==> config.mk <==
export PLATFORM = sky130hd
export DESIGN_NAME = row_occupancy_tracker
export DESIGN_NICKNAME = d
export VERILOG_FILES = /design/src/rtl/row_occupancy_tracker.sv
export SDC_FILE = /design/constraint.sdc
export NUM_CORES = 1
export LEC_CHECK = 0
export ABC_AREA = 1
export BUFFER_PORTS_ARGS = -buffer_cell sky130_fd_sc_hd__buf_2
export CORE_MARGIN = 4
export CORE_UTILIZATION = 56
export CTS_CLUSTER_SIZE = 14
export DETAILED_ROUTE_END_ITERATION = 6
export PLACE_DENSITY = 0.77
export SYNTH_ARGS = -nofsm -noshare
export SYNTH_HDL_FRONTEND = slang
export SYNTH_SLANG_ARGS = --single-unit
==> constraint.sdc <==
create_clock -name Clock -period 1.8 [get_ports Clock]
set_input_delay 0 -clock Clock [delete_from_list [all_inputs] [get_ports Clock]]
set_output_delay 0 -clock Clock [all_outputs]
set_load 0.1 [all_outputs]
==> src/rtl/row_occupancy_tracker.sv <==
// Vertical bounding box of a digit from per-row OR results: first/last occupied
// row, occupied-row count and empty flag, published with a one-cycle Done pulse.
module row_occupancy_tracker #(
  parameter int ROWS  = 28,
  parameter int IDX_W = 5,
  parameter int CNT_W = 6
) (
  input  logic             Clock,
  input  logic             Reset,
  input  logic             Frame_Start,
  input  logic             Row_Valid,
  input  logic             Row_Any,
  output logic             Busy,
  output logic             Done,
  output logic             Empty,
  output logic [IDX_W-1:0] Top_Row,
  output logic [IDX_W-1:0] Bottom_Row,
  output logic [CNT_W-1:0] Occ_Count
);

  typedef enum logic [1:0] {
    S_IDLE,
    S_SCAN,
    S_DONE
  } state_t;

  localparam logic [IDX_W-1:0] LAST_ROW = IDX_W'(ROWS - 1);

  state_t           r_state;
  logic [IDX_W-1:0] r_row_idx;
  logic             r_seen;
  logic [IDX_W-1:0] r_work_top;
  logic [IDX_W-1:0] r_work_bot;
  logic [CNT_W-1:0] r_work_cnt;

  logic             w_hit0;
  logic             w_seen_nx;
  logic [IDX_W-1:0] w_top_nx;
  logic [IDX_W-1:0] w_bot_nx;
  logic [CNT_W-1:0] w_cnt_nx;

  // A row arriving together with Frame_Start becomes row 0 of the new frame.
  assign w_hit0 = Row_Valid & Row_Any;

  always_comb begin
    w_seen_nx = r_seen;
    w_top_nx  = r_work_top;
    w_bot_nx  = r_work_bot;
    w_cnt_nx  = r_work_cnt;
    if (Row_Any) begin
      if (!r_seen) begin
        w_top_nx  = r_row_idx;
        w_seen_nx = 1'b1;
      end
      w_bot_nx = r_row_idx;
      w_cnt_nx = r_work_cnt + CNT_W'(1);
    end
  end

  always_ff @(posedge Clock or posedge Reset) begin
    if (Reset) begin
      r_state    <= S_IDLE;
      r_row_idx  <= '0;
      r_seen     <= 1'b0;
      r_work_top <= '0;
      r_work_bot <= '0;
      r_work_cnt <= '0;
      Busy       <= 1'b0;
      Done       <= 1'b0;
      Empty      <= 1'b1;
      Top_Row    <= '0;
      Bottom_Row <= '0;
      Occ_Count  <= '0;
    end else begin
      Done <= 1'b0;
      if (Frame_Start) begin
        // Start (or restart) a scan from any state; published values are untouched.
        r_state    <= S_SCAN;
        Busy       <= 1'b1;
        r_row_idx  <= Row_Valid ? IDX_W'(1) : '0;
        r_seen     <= w_hit0;
        r_work_top <= '0;
        r_work_bot <= '0;
        r_work_cnt <= w_hit0 ? CNT_W'(1) : '0;
      end else begin
        case (r_state)
          S_IDLE: begin
            Busy <= 1'b0;
          end
          S_SCAN: begin
            if (Row_Valid) begin
              r_seen     <= w_seen_nx;
              r_work_top <= w_top_nx;
              r_work_bot <= w_bot_nx;
              r_work_cnt <= w_cnt_nx;
              if (r_row_idx == LAST_ROW) begin
                r_state    <= S_DONE;
                r_row_idx  <= '0;
                Busy       <= 1'b0;
                Done       <= 1'b1;
                Empty      <= ~w_seen_nx;
                Top_Row    <= w_seen_nx ? w_top_nx : '0;
                Bottom_Row <= w_seen_nx ? w_bot_nx : '0;
                Occ_Count  <= w_seen_nx ? w_cnt_nx : '0;
              end else begin
                r_row_idx <= r_row_idx + IDX_W'(1);
              end
            end
          end
          S_DONE: begin
            r_state <= S_IDLE;
            Busy    <= 1'b0;
          end
          default: begin
            r_state <= S_IDLE;
            Busy    <= 1'b0;
          end
        endcase
      end
    end
  end

endmodule

==> impl_metrics.prom, run 1 <==
# TYPE chip_impl_metric gauge
chip_impl_metric{name="critical_path_peak_fanout",unit=""} 19
chip_impl_metric{name="cts.hold.buffers_added",unit=""} 4
chip_impl_metric{name="setup_tns",unit="ns"} 0
chip_impl_metric{name="pin_count",unit=""} 24
chip_impl_metric{name="hold_viol",unit=""} 0
chip_impl_metric{name="clock-skew-final",unit="ns"} 0.0166
chip_impl_metric{name="cp_data_arrival_time",unit="ns"} 1.80
chip_impl_info{name="outcome",value="finished, final reports clean"} 1
chip_impl_metric{name="synthesis.instances",unit=""} 231
chip_impl_metric{name="synth.lib_cells_used.distinct",unit=""} 22
chip_impl_metric{name="die_area",unit="sq um"} 4470
chip_impl_metric{name="post-layout-total-power",unit="mW"} 1.64
chip_impl_metric{name="num-fill-cells",unit=""} 298
chip_impl_metric{name="grt_pass1_wl",unit="um"} 7110
chip_impl_info{name="critical-path-top-cell-by-count",value="sky130_fd_sc_hd__nand2_1"} 1
chip_impl_metric{name="chipWidth",unit="um"} 66.8
chip_impl_info{name="worst_r2r_startpoint",value="r_row_idx[0]$_DFFE_PP0P_"} 1
chip_impl_metric{name="postRouteWirelength",unit="um"} 4030
chip_impl_metric{name="core_area",unit="sq um"} 3340
chip_impl_metric{name="yosys_warnings",unit=""} 0
chip_impl_metric{name="level_count_of_the_clock_h_tree",unit=""} 2
chip_impl_info{name="startpoint",value="r_row_idx[0]$_DFFE_PP0P_"} 1
chip_impl_metric{name="hpwlAfterDp",unit="um"} 2790
chip_impl_metric{name="drv.max_cap_violation_count",unit=""} 0
chip_impl_metric{name="ant_nets",unit=""} 0
chip_impl_info{name="crit_chain",value="ha_1, nand2_1, nor2_2, nand2_4, nor2_4, nand2_1, nand2_1"} 1
chip_impl_metric{name="num-nets-final",unit=""} 269
chip_impl_metric{name="drtPass1Iterations",unit=""} 4
chip_impl_info{name="rsz0062_at_grt",value="no"} 1
chip_impl_info{name="category_of_the_worst_setup_path_capture_point",value="register"} 1
chip_impl_metric{name="ys_ff_latch",unit=""} 43
chip_impl_metric{name="fin_crit_sh",unit="%"} 81.8
chip_impl_metric{name="die_h",unit="um"} 66.8
chip_impl_metric{name="routabilityCongestion",unit=""} 0.788
chip_impl_metric{name="pwr_density_cell",unit="nW/um^2"} 747
chip_impl_metric{name="detail_route.wl_per_cell",unit="um"} 13.0
chip_impl_info{name="worstSetupStartpointType",value="register"} 1
chip_impl_metric{name="tritoncts.num_buffers",unit=""} 5
chip_impl_metric{name="clk_pin_slew_worst_paths",unit="ns"} 0.15
chip_impl_metric{name="routed_via_density",unit=""} 5.19
chip_impl_metric{name="final_period_minus_worst_setup_slack",unit="ns"} 1.47
chip_impl_metric{name="globalRouteOverflowTotal",unit=""} 0
chip_impl_metric{name="antenna_diode_count",unit=""} 0
chip_impl_metric{name="detail_route.drc_violations",unit=""} 0
chip_impl_info{name="most-common-layout-cells",value="94 x sky130_fd_sc_hd__nand2_1, 42 x sky130_fd_sc_hd__dfrtp_1, 31 x sky130_fd_sc_hd__o21ai_0"} 1
chip_impl_metric{name="route.vias.total",unit=""} 1604
chip_impl_metric{name="worst-endpoint-required",unit="ns"} 2.12
chip_impl_metric{name="finalSetupViolCount",unit=""} 0
chip_impl_info{name="crit_path_class",value="register to register"} 1
chip_impl_info{name="root_buffer_cell",value="sky130_fd_sc_hd__clkbuf_4"} 1
chip_impl_metric{name="worst-slew-pin-transition",unit="ns"} 0.522
chip_impl_metric{name="crit_buf_inv",unit=""} 0
chip_impl_metric{name="avgSynthCellArea",unit="sq um"} 8.39
chip_impl_metric{name="leakage",unit="nW"} 1.17
chip_impl_metric{name="maxSlewViolCount",unit=""} 0
chip_impl_metric{name="cts.repair_timing.setup_buffer_count",unit=""} 0
chip_impl_metric{name="antenna_found_initial",unit=""} 0
chip_impl_metric{name="initial_cell_density_of_the_core",unit="%"} 58.1
chip_impl_metric{name="grt_pass1_vias",unit=""} 1559
chip_impl_metric{name="slew_headroom",unit="%"} 65.2
chip_impl_metric{name="dpl.cell_count",unit=""} 297
chip_impl_metric{name="fin_cells",unit=""} 309
chip_impl_metric{name="grt_use_total",unit="%"} 21.7
chip_impl_metric{name="clock.fmax",unit="MHz"} 679
chip_impl_metric{name="areaGrowthSynthToFinish",unit="%"} 13.2
chip_impl_info{name="final_common_cell",value="sky130_fd_sc_hd__nand2_1"} 1
chip_impl_metric{name="vdd_ir_drop_max",unit="mV"} 0.518
chip_impl_metric{name="syn-cell-area",unit="sq um"} 1940
chip_impl_info{name="hold_path_startpoint",value="Row_Any"} 1
chip_impl_info{name="min-delay-path-class",value="input pin to register"} 1
chip_impl_metric{name="grt_start_max_net_pins",unit=""} 44
chip_impl_metric{name="clockBufferDepth",unit=""} 2
chip_impl_metric{name="num_rows",unit=""} 21
chip_impl_info{name="timing.critical_path.max_delay_family",value="simple AND/OR/NAND/NOR gates"} 1
chip_impl_info{name="cts_tree",value="done"} 1
chip_impl_metric{name="synth-seq-area-share",unit="%"} 55.6
chip_impl_info{name="worst_path_max_delay_cell",value="sky130_fd_sc_hd__dfrtp_1"} 1
chip_impl_metric{name="postCtsResizedCells",unit=""} 0
chip_impl_metric{name="post_route_cells_drive_above_1_share",unit="%"} 15.2
chip_impl_metric{name="drt_iter0_drc",unit=""} 82
chip_impl_metric{name="place.port_buffers",unit=""} 23
chip_impl_metric{name="clock_sink_count",unit=""} 43
chip_impl_metric{name="synth_fp_nets",unit=""} 238
chip_impl_metric{name="clock_latency",unit="ns"} 0.37
chip_impl_metric{name="crit_path_max_incr_delay",unit="ns"} 0.39
-- state kept, by name, summed over array words and instances, names as in the netlist --
| register | flops |
|---|---|
| Bottom_Row | 5 |
| Busy | 1 |
| Done | 1 |
| Empty | 1 |
| Occ_Count | 6 |
| Top_Row | 5 |
| r_row_idx | 5 |
| r_seen | 1 |
| r_state | 2 |
| r_work_bot | 5 |
| r_work_cnt | 6 |
| r_work_top | 5 |
-- routing by layer --
layer	wire [um]	vias up	track usage [%]	part of all wire, %
met5	0	-	0	0
met4	123	0	11.2	3.1
met3	176	12	4.05	4.4
met2	1850	45	34.3	46
met1	1890	750	28.2	47
li1	-	797	-	-
-- worst reg2reg max path: stages (launching register included) --
cell	delay [ns]
sky130_fd_sc_hd__dfrtp_1	0.39
sky130_fd_sc_hd__ha_1	0.21
sky130_fd_sc_hd__nand2_1	0.08
sky130_fd_sc_hd__nor2_2	0.20
sky130_fd_sc_hd__nand2_4	0.19
sky130_fd_sc_hd__nor2_4	0.21
sky130_fd_sc_hd__nand2_1	0.09
sky130_fd_sc_hd__nand2_1	0.06
-- final timing paths --
kind,end,slack (ns),cells after the start
setup / recovery,Occ_Count[4]$_DFFE_PP0P_,0.33,7
hold / removal,r_seen$_DFFE_PP0P_,0.1,3
setup reg to reg,Occ_Count[4]$_DFFE_PP0P_,0.33,7
hold reg to reg,r_work_top[3]$_DFFE_PP0P_,0.50,2
max in group asynchronous,r_state[1]$_DFFE_PP0P_,1.13,4
min in group asynchronous,Bottom_Row[1]$_DFFE_PP0P_,0.30,4
-- Yosys cell counts, drive strengths merged --
| cell type | n | area share (%) |
|---|---|---|
| a21oi | 2 | 0.52 |
| nand3 | 10 | 3.1 |
| dfrtp | 42 | 54 |
| buf | 4 | 1.5 |
| o21ai | 33 | 8.5 |
| ha | 2 | 1.3 |
| o22ai | 3 | 0.97 |
| nor2 | 9 | 2.6 |
| nand2 | 95 | 19 |
| xor2 | 3 | 1.4 |
| dfstp | 1 | 1.4 |
| o211ai | 2 | 0.77 |
| clkbuf | 1 | 0.19 |
| nand4 | 1 | 0.32 |
| inv | 23 | 4.5 |
-- final cells by class --
cell class	instances	area, sq um	area share, %
flip-flops and latches	43	1080	49.1
well taps	46	57.6	2.62
multi-input cells	160	742	33.8
clock inverters	3	23.8	1.08
repair buffers	29	170	7.75
inverters	23	86.3	3.93
clock buffers	5	37.5	1.71
-- per-stage QoR --
step	hold slack [ns]	utilization (%)	setup WS (ns)	cell area, sq um
floorplan	0.144	-	0.498	1940
detailed placement	0.173	62.7	0.324	2090
CTS	0.0794	65.8	0.309	2190
global route	0.104	65.8	0.124	2190
global placement	0.160	62.7	0.358	2090
finish	0.0968	65.8	0.327	2190
-- cells by family (layout without fill, tap and decap cells) --
family | count (synthesis) | count (layout) | synth area share [%]
AO/OA/AOI/OAI | 40 | 40 | 10.8
AND/OR/NAND/NOR | 115 | 115 | 24.9
flip-flops | 43 | 43 | 55.6
XOR/XNOR | 3 | 3 | 1.36
buffers and inverters | 28 | 60 | 6.13
adder cells (fa/ha/maj) | 2 | 2 | 1.29
-- report_power, final --
group | switching (mW) | internal, mW
logic | 0.101 | 0.0413
clock network | 0.339 | 0.157
registers | 0.0143 | 0.989
total | 0.454 | 1.19
Note: power is estimated with default switching activity, not from simulation.
==> run 2: changes to the inputs <==
==> constraint.sdc (replaced) <==
create_clock -name Clock -period 1.5 [get_ports Clock]
set_input_delay 0 -clock Clock [delete_from_list [all_inputs] [get_ports Clock]]
set_output_delay 0 -clock Clock [all_outputs]
set_load 0.1 [all_outputs]
==> impl_metrics.prom, run 2 (synthesized netlist as in run 1, its figures left out) <==
# TYPE chip_impl_metric gauge
chip_impl_metric{name="fin_crit_sh",unit="%"} 94.8
chip_impl_metric{name="num-nets-final",unit=""} 276
chip_impl_metric{name="post_route_cells_drive_above_1_share",unit="%"} 17.8
chip_impl_info{name="hold_path_startpoint",value="Row_Any"} 1
chip_impl_metric{name="hpwlAfterDp",unit="um"} 2890
chip_impl_metric{name="level_count_of_the_clock_h_tree",unit=""} 2
chip_impl_metric{name="critical_path_peak_fanout",unit=""} 10
chip_impl_info{name="rsz0062_at_grt",value="yes"} 1
chip_impl_metric{name="routed_via_density",unit=""} 5.17
chip_impl_metric{name="grt_use_total",unit="%"} 21.8
chip_impl_metric{name="num_rows",unit=""} 21
chip_impl_metric{name="min_path_cells",unit=""} 3
chip_impl_metric{name="final_period_minus_worst_setup_slack",unit="ns"} 1.42
chip_impl_info{name="min-delay-path-class",value="input pin to register"} 1
chip_impl_metric{name="globalRouteOverflowTotal",unit=""} 0
chip_impl_metric{name="antenna_found_initial",unit=""} 0
chip_impl_metric{name="drt_iter0_drc",unit=""} 124
chip_impl_metric{name="finalSetupViolCount",unit=""} 0
chip_impl_metric{name="clock-skew-final",unit="ns"} 0.0194
chip_impl_metric{name="worst-slew-pin-transition",unit="ns"} 0.521
chip_impl_info{name="worstSetupStartpointType",value="register"} 1
chip_impl_metric{name="clock_latency",unit="ns"} 0.37
chip_impl_metric{name="routabilityCongestion",unit=""} 0.847
chip_impl_info{name="reg.largest.list",value="Occ_Count x6, r_work_cnt x6"} 1
chip_impl_metric{name="ant_nets",unit=""} 0
chip_impl_metric{name="clockBufferDepth",unit=""} 2
chip_impl_metric{name="power.share.combinational",unit="%"} 9.0
chip_impl_metric{name="areaGrowthSynthToFinish",unit="%"} 16.8
chip_impl_metric{name="postRouteWirelength",unit="um"} 4230
chip_impl_metric{name="die_area",unit="sq um"} 4470
chip_impl_info{name="category_of_the_worst_setup_path_capture_point",value="register"} 1
chip_impl_metric{name="drv.max_cap_violation_count",unit=""} 0
chip_impl_metric{name="setup_ws_post_layout",unit="ns"} 0.0783
chip_impl_metric{name="vdd_ir_drop_max",unit="mV"} 0.599
chip_impl_metric{name="dpl.cell_count",unit=""} 298
chip_impl_metric{name="tritoncts.num_buffers",unit=""} 5
chip_impl_info{name="cts_tree",value="done"} 1
chip_impl_metric{name="clock_sink_count",unit=""} 43
chip_impl_info{name="outcome",value="finished, final reports clean"} 1
chip_impl_info{name="hold-path-endpoint",value="r_seen$_DFFE_PP0P_"} 1
chip_impl_metric{name="leakage",unit="nW"} 1.19
chip_impl_metric{name="core_area",unit="sq um"} 3340
chip_impl_metric{name="place.port_buffers",unit=""} 23
chip_impl_metric{name="hold_viol",unit=""} 0
chip_impl_metric{name="p_int",unit="mW"} 1.43
chip_impl_metric{name="grt_pass1_wl",unit="um"} 7230
chip_impl_info{name="final_common_cell",value="sky130_fd_sc_hd__nand2_1"} 1
chip_impl_metric{name="grt_pass1_vias",unit=""} 1571
chip_impl_metric{name="grt_start_max_net_pins",unit=""} 44
chip_impl_metric{name="drtPass1Iterations",unit=""} 4
chip_impl_metric{name="route.vias.total",unit=""} 1633
chip_impl_info{name="crit_path_class",value="register to register"} 1
chip_impl_metric{name="pwr_density_cell",unit="nW/um^2"} 873
chip_impl_info{name="most-common-layout-cells",value="94 x sky130_fd_sc_hd__nand2_1, 42 x sky130_fd_sc_hd__dfrtp_1, 30 x sky130_fd_sc_hd__o21ai_0"} 1
chip_impl_metric{name="clock.fmax",unit="MHz"} 703
chip_impl_metric{name="clk_pin_slew_worst_paths",unit="ns"} 0.15
chip_impl_metric{name="detail_route.drc_violations",unit=""} 0
chip_impl_metric{name="switchingPower",unit="mW"} 0.551
chip_impl_metric{name="power_switching_share",unit="%"} 27.9
chip_impl_info{name="rr_endpoint",value="Bottom_Row[1]$_DFFE_PP0P_"} 1
chip_impl_metric{name="chipWidth",unit="um"} 66.8
chip_impl_metric{name="share_of_power_burned_in_the_clock_network",unit="%"} 30.1
chip_impl_metric{name="antenna_diode_count",unit=""} 0
chip_impl_metric{name="seq_power_share",unit="%"} 60.9
chip_impl_metric{name="cp_data_arrival_time",unit="ns"} 1.72
chip_impl_metric{name="setup.reg_to_reg.worst_slack",unit="ns"} 0.08
chip_impl_info{name="root_buffer_cell",value="sky130_fd_sc_hd__clkbuf_4"} 1
chip_impl_metric{name="maxSlewViolCount",unit=""} 0
chip_impl_metric{name="detail_route.wl_per_cell",unit="um"} 13.4
chip_impl_metric{name="die_h",unit="um"} 66.8
chip_impl_metric{name="fin_cells",unit=""} 316
chip_impl_metric{name="pin_count",unit=""} 24
chip_impl_info{name="worst_r2r_startpoint",value="r_row_idx[2]$_DFFE_PP0P_"} 1
chip_impl_metric{name="setup_tns",unit="ns"} 0
chip_impl_metric{name="worst-endpoint-required",unit="ns"} 1.80
chip_impl_metric{name="slew_headroom",unit="%"} 65.3
chip_impl_metric{name="r2r_cells",unit=""} 5
chip_impl_metric{name="place_ws",unit="ns"} 0.0439
chip_impl_metric{name="initial_cell_density_of_the_core",unit="%"} 58.1
==> run 2: changes by cell type in the layout (fill, tap and decap cells not counted), sizes merged <==
cell | before | now
buf | 25 | 32
==> run 2: area by class of cell <==
type                            instances  area [sq um]
Inverter                               23          86.3
Fill cell                             299          1070
Timing Repair Buffer                   36           223
Clock buffer                            5          37.5
Multi-Input combinational cell        160           758
Tap cell                               46          57.6
Clock inverter                          3          23.8
Sequential cell                        43          1080
==> run 2: how the worst max path moves through the flow <==
stage | startpoint | slack, ns | endpoint
2_1_floorplan | r_row_idx[0]$_DFFE_PP0P_ | 0.20 | Occ_Count[1]$_DFFE_PP0P_
3_3_place_gp | r_row_idx[0]$_DFFE_PP0P_ | 0.08 | Bottom_Row[0]$_DFFE_PP0P_
3_5_place_dp | r_row_idx[0]$_DFFE_PP0P_ | 0.04 | Top_Row[1]$_DFFE_PP0P_
4_1_cts | r_row_idx[0]$_DFFE_PP0P_ | 0.03 | Occ_Count[3]$_DFFE_PP0P_
5_1_grt | r_row_idx[1]$_DFFE_PP0P_ | -0.03 | Occ_Count[0]$_DFFE_PP0P_
6_report | r_row_idx[2]$_DFFE_PP0P_ | 0.08 | Bottom_Row[1]$_DFFE_PP0P_
==> run 2: layer usage <==
layer,up-vias,track usage (%),share of wire [%]
met5,-,0,0
met1,762,28.9,43
met3,6,5.90,5.9
li1,812,-,-
met4,0,7.36,1.3
met2,53,34.5,50
==> run 2: power by group through the flow <==
stage / Combinational [mW] / Sequential, mW / Clock [mW]
after floorplan: 0.117 / 1.22 / 0
after global placement: 0.162 / 1.22 / 0
after detailed placement: 0.167 / 1.23 / 0
after CTS: 0.176 / 1.20 / 0.612
after global routing: 0.206 / 1.21 / 0.656
final: 0.177 / 1.20 / 0.596
==> run 2: metrics by stage <==
| step | hold WS (ns) | util, % | instance area (sq um) | power (mW) |
|---|---|---|---|---|
| after floorplan | 0.144 | - | 1940 | 1.34 |
| after global placement | 0.156 | 63.0 | 2100 | 1.39 |
| after detailed placement | 0.186 | 63.0 | 2100 | 1.39 |
| after CTS | 0.0705 | 66.0 | 2200 | 1.99 |
| after global routing | 0.100 | 67.8 | 2260 | 2.07 |
| final | 0.0875 | 67.8 | 2260 | 1.98 |
==> run 2: critical path: stages, from the launching register on <==
cell and delay, ns:
sky130_fd_sc_hd__dfrtp_1 0.43, sky130_fd_sc_hd__inv_1 0.14, sky130_fd_sc_hd__nand2_1 0.11, sky130_fd_sc_hd__nor2_4 0.20, sky130_fd_sc_hd__nand3_2 0.24, sky130_fd_sc_hd__o21ai_0 0.25
==> run 2: repair_timing <==
action                                  4_1_cts  5_1_grt
endpoints found under the hold margin        47        0
endpoints found under the setup margin        0       15
hold buffers                                  4        0
buffers inserted                              0        6
resized for setup                             0        4
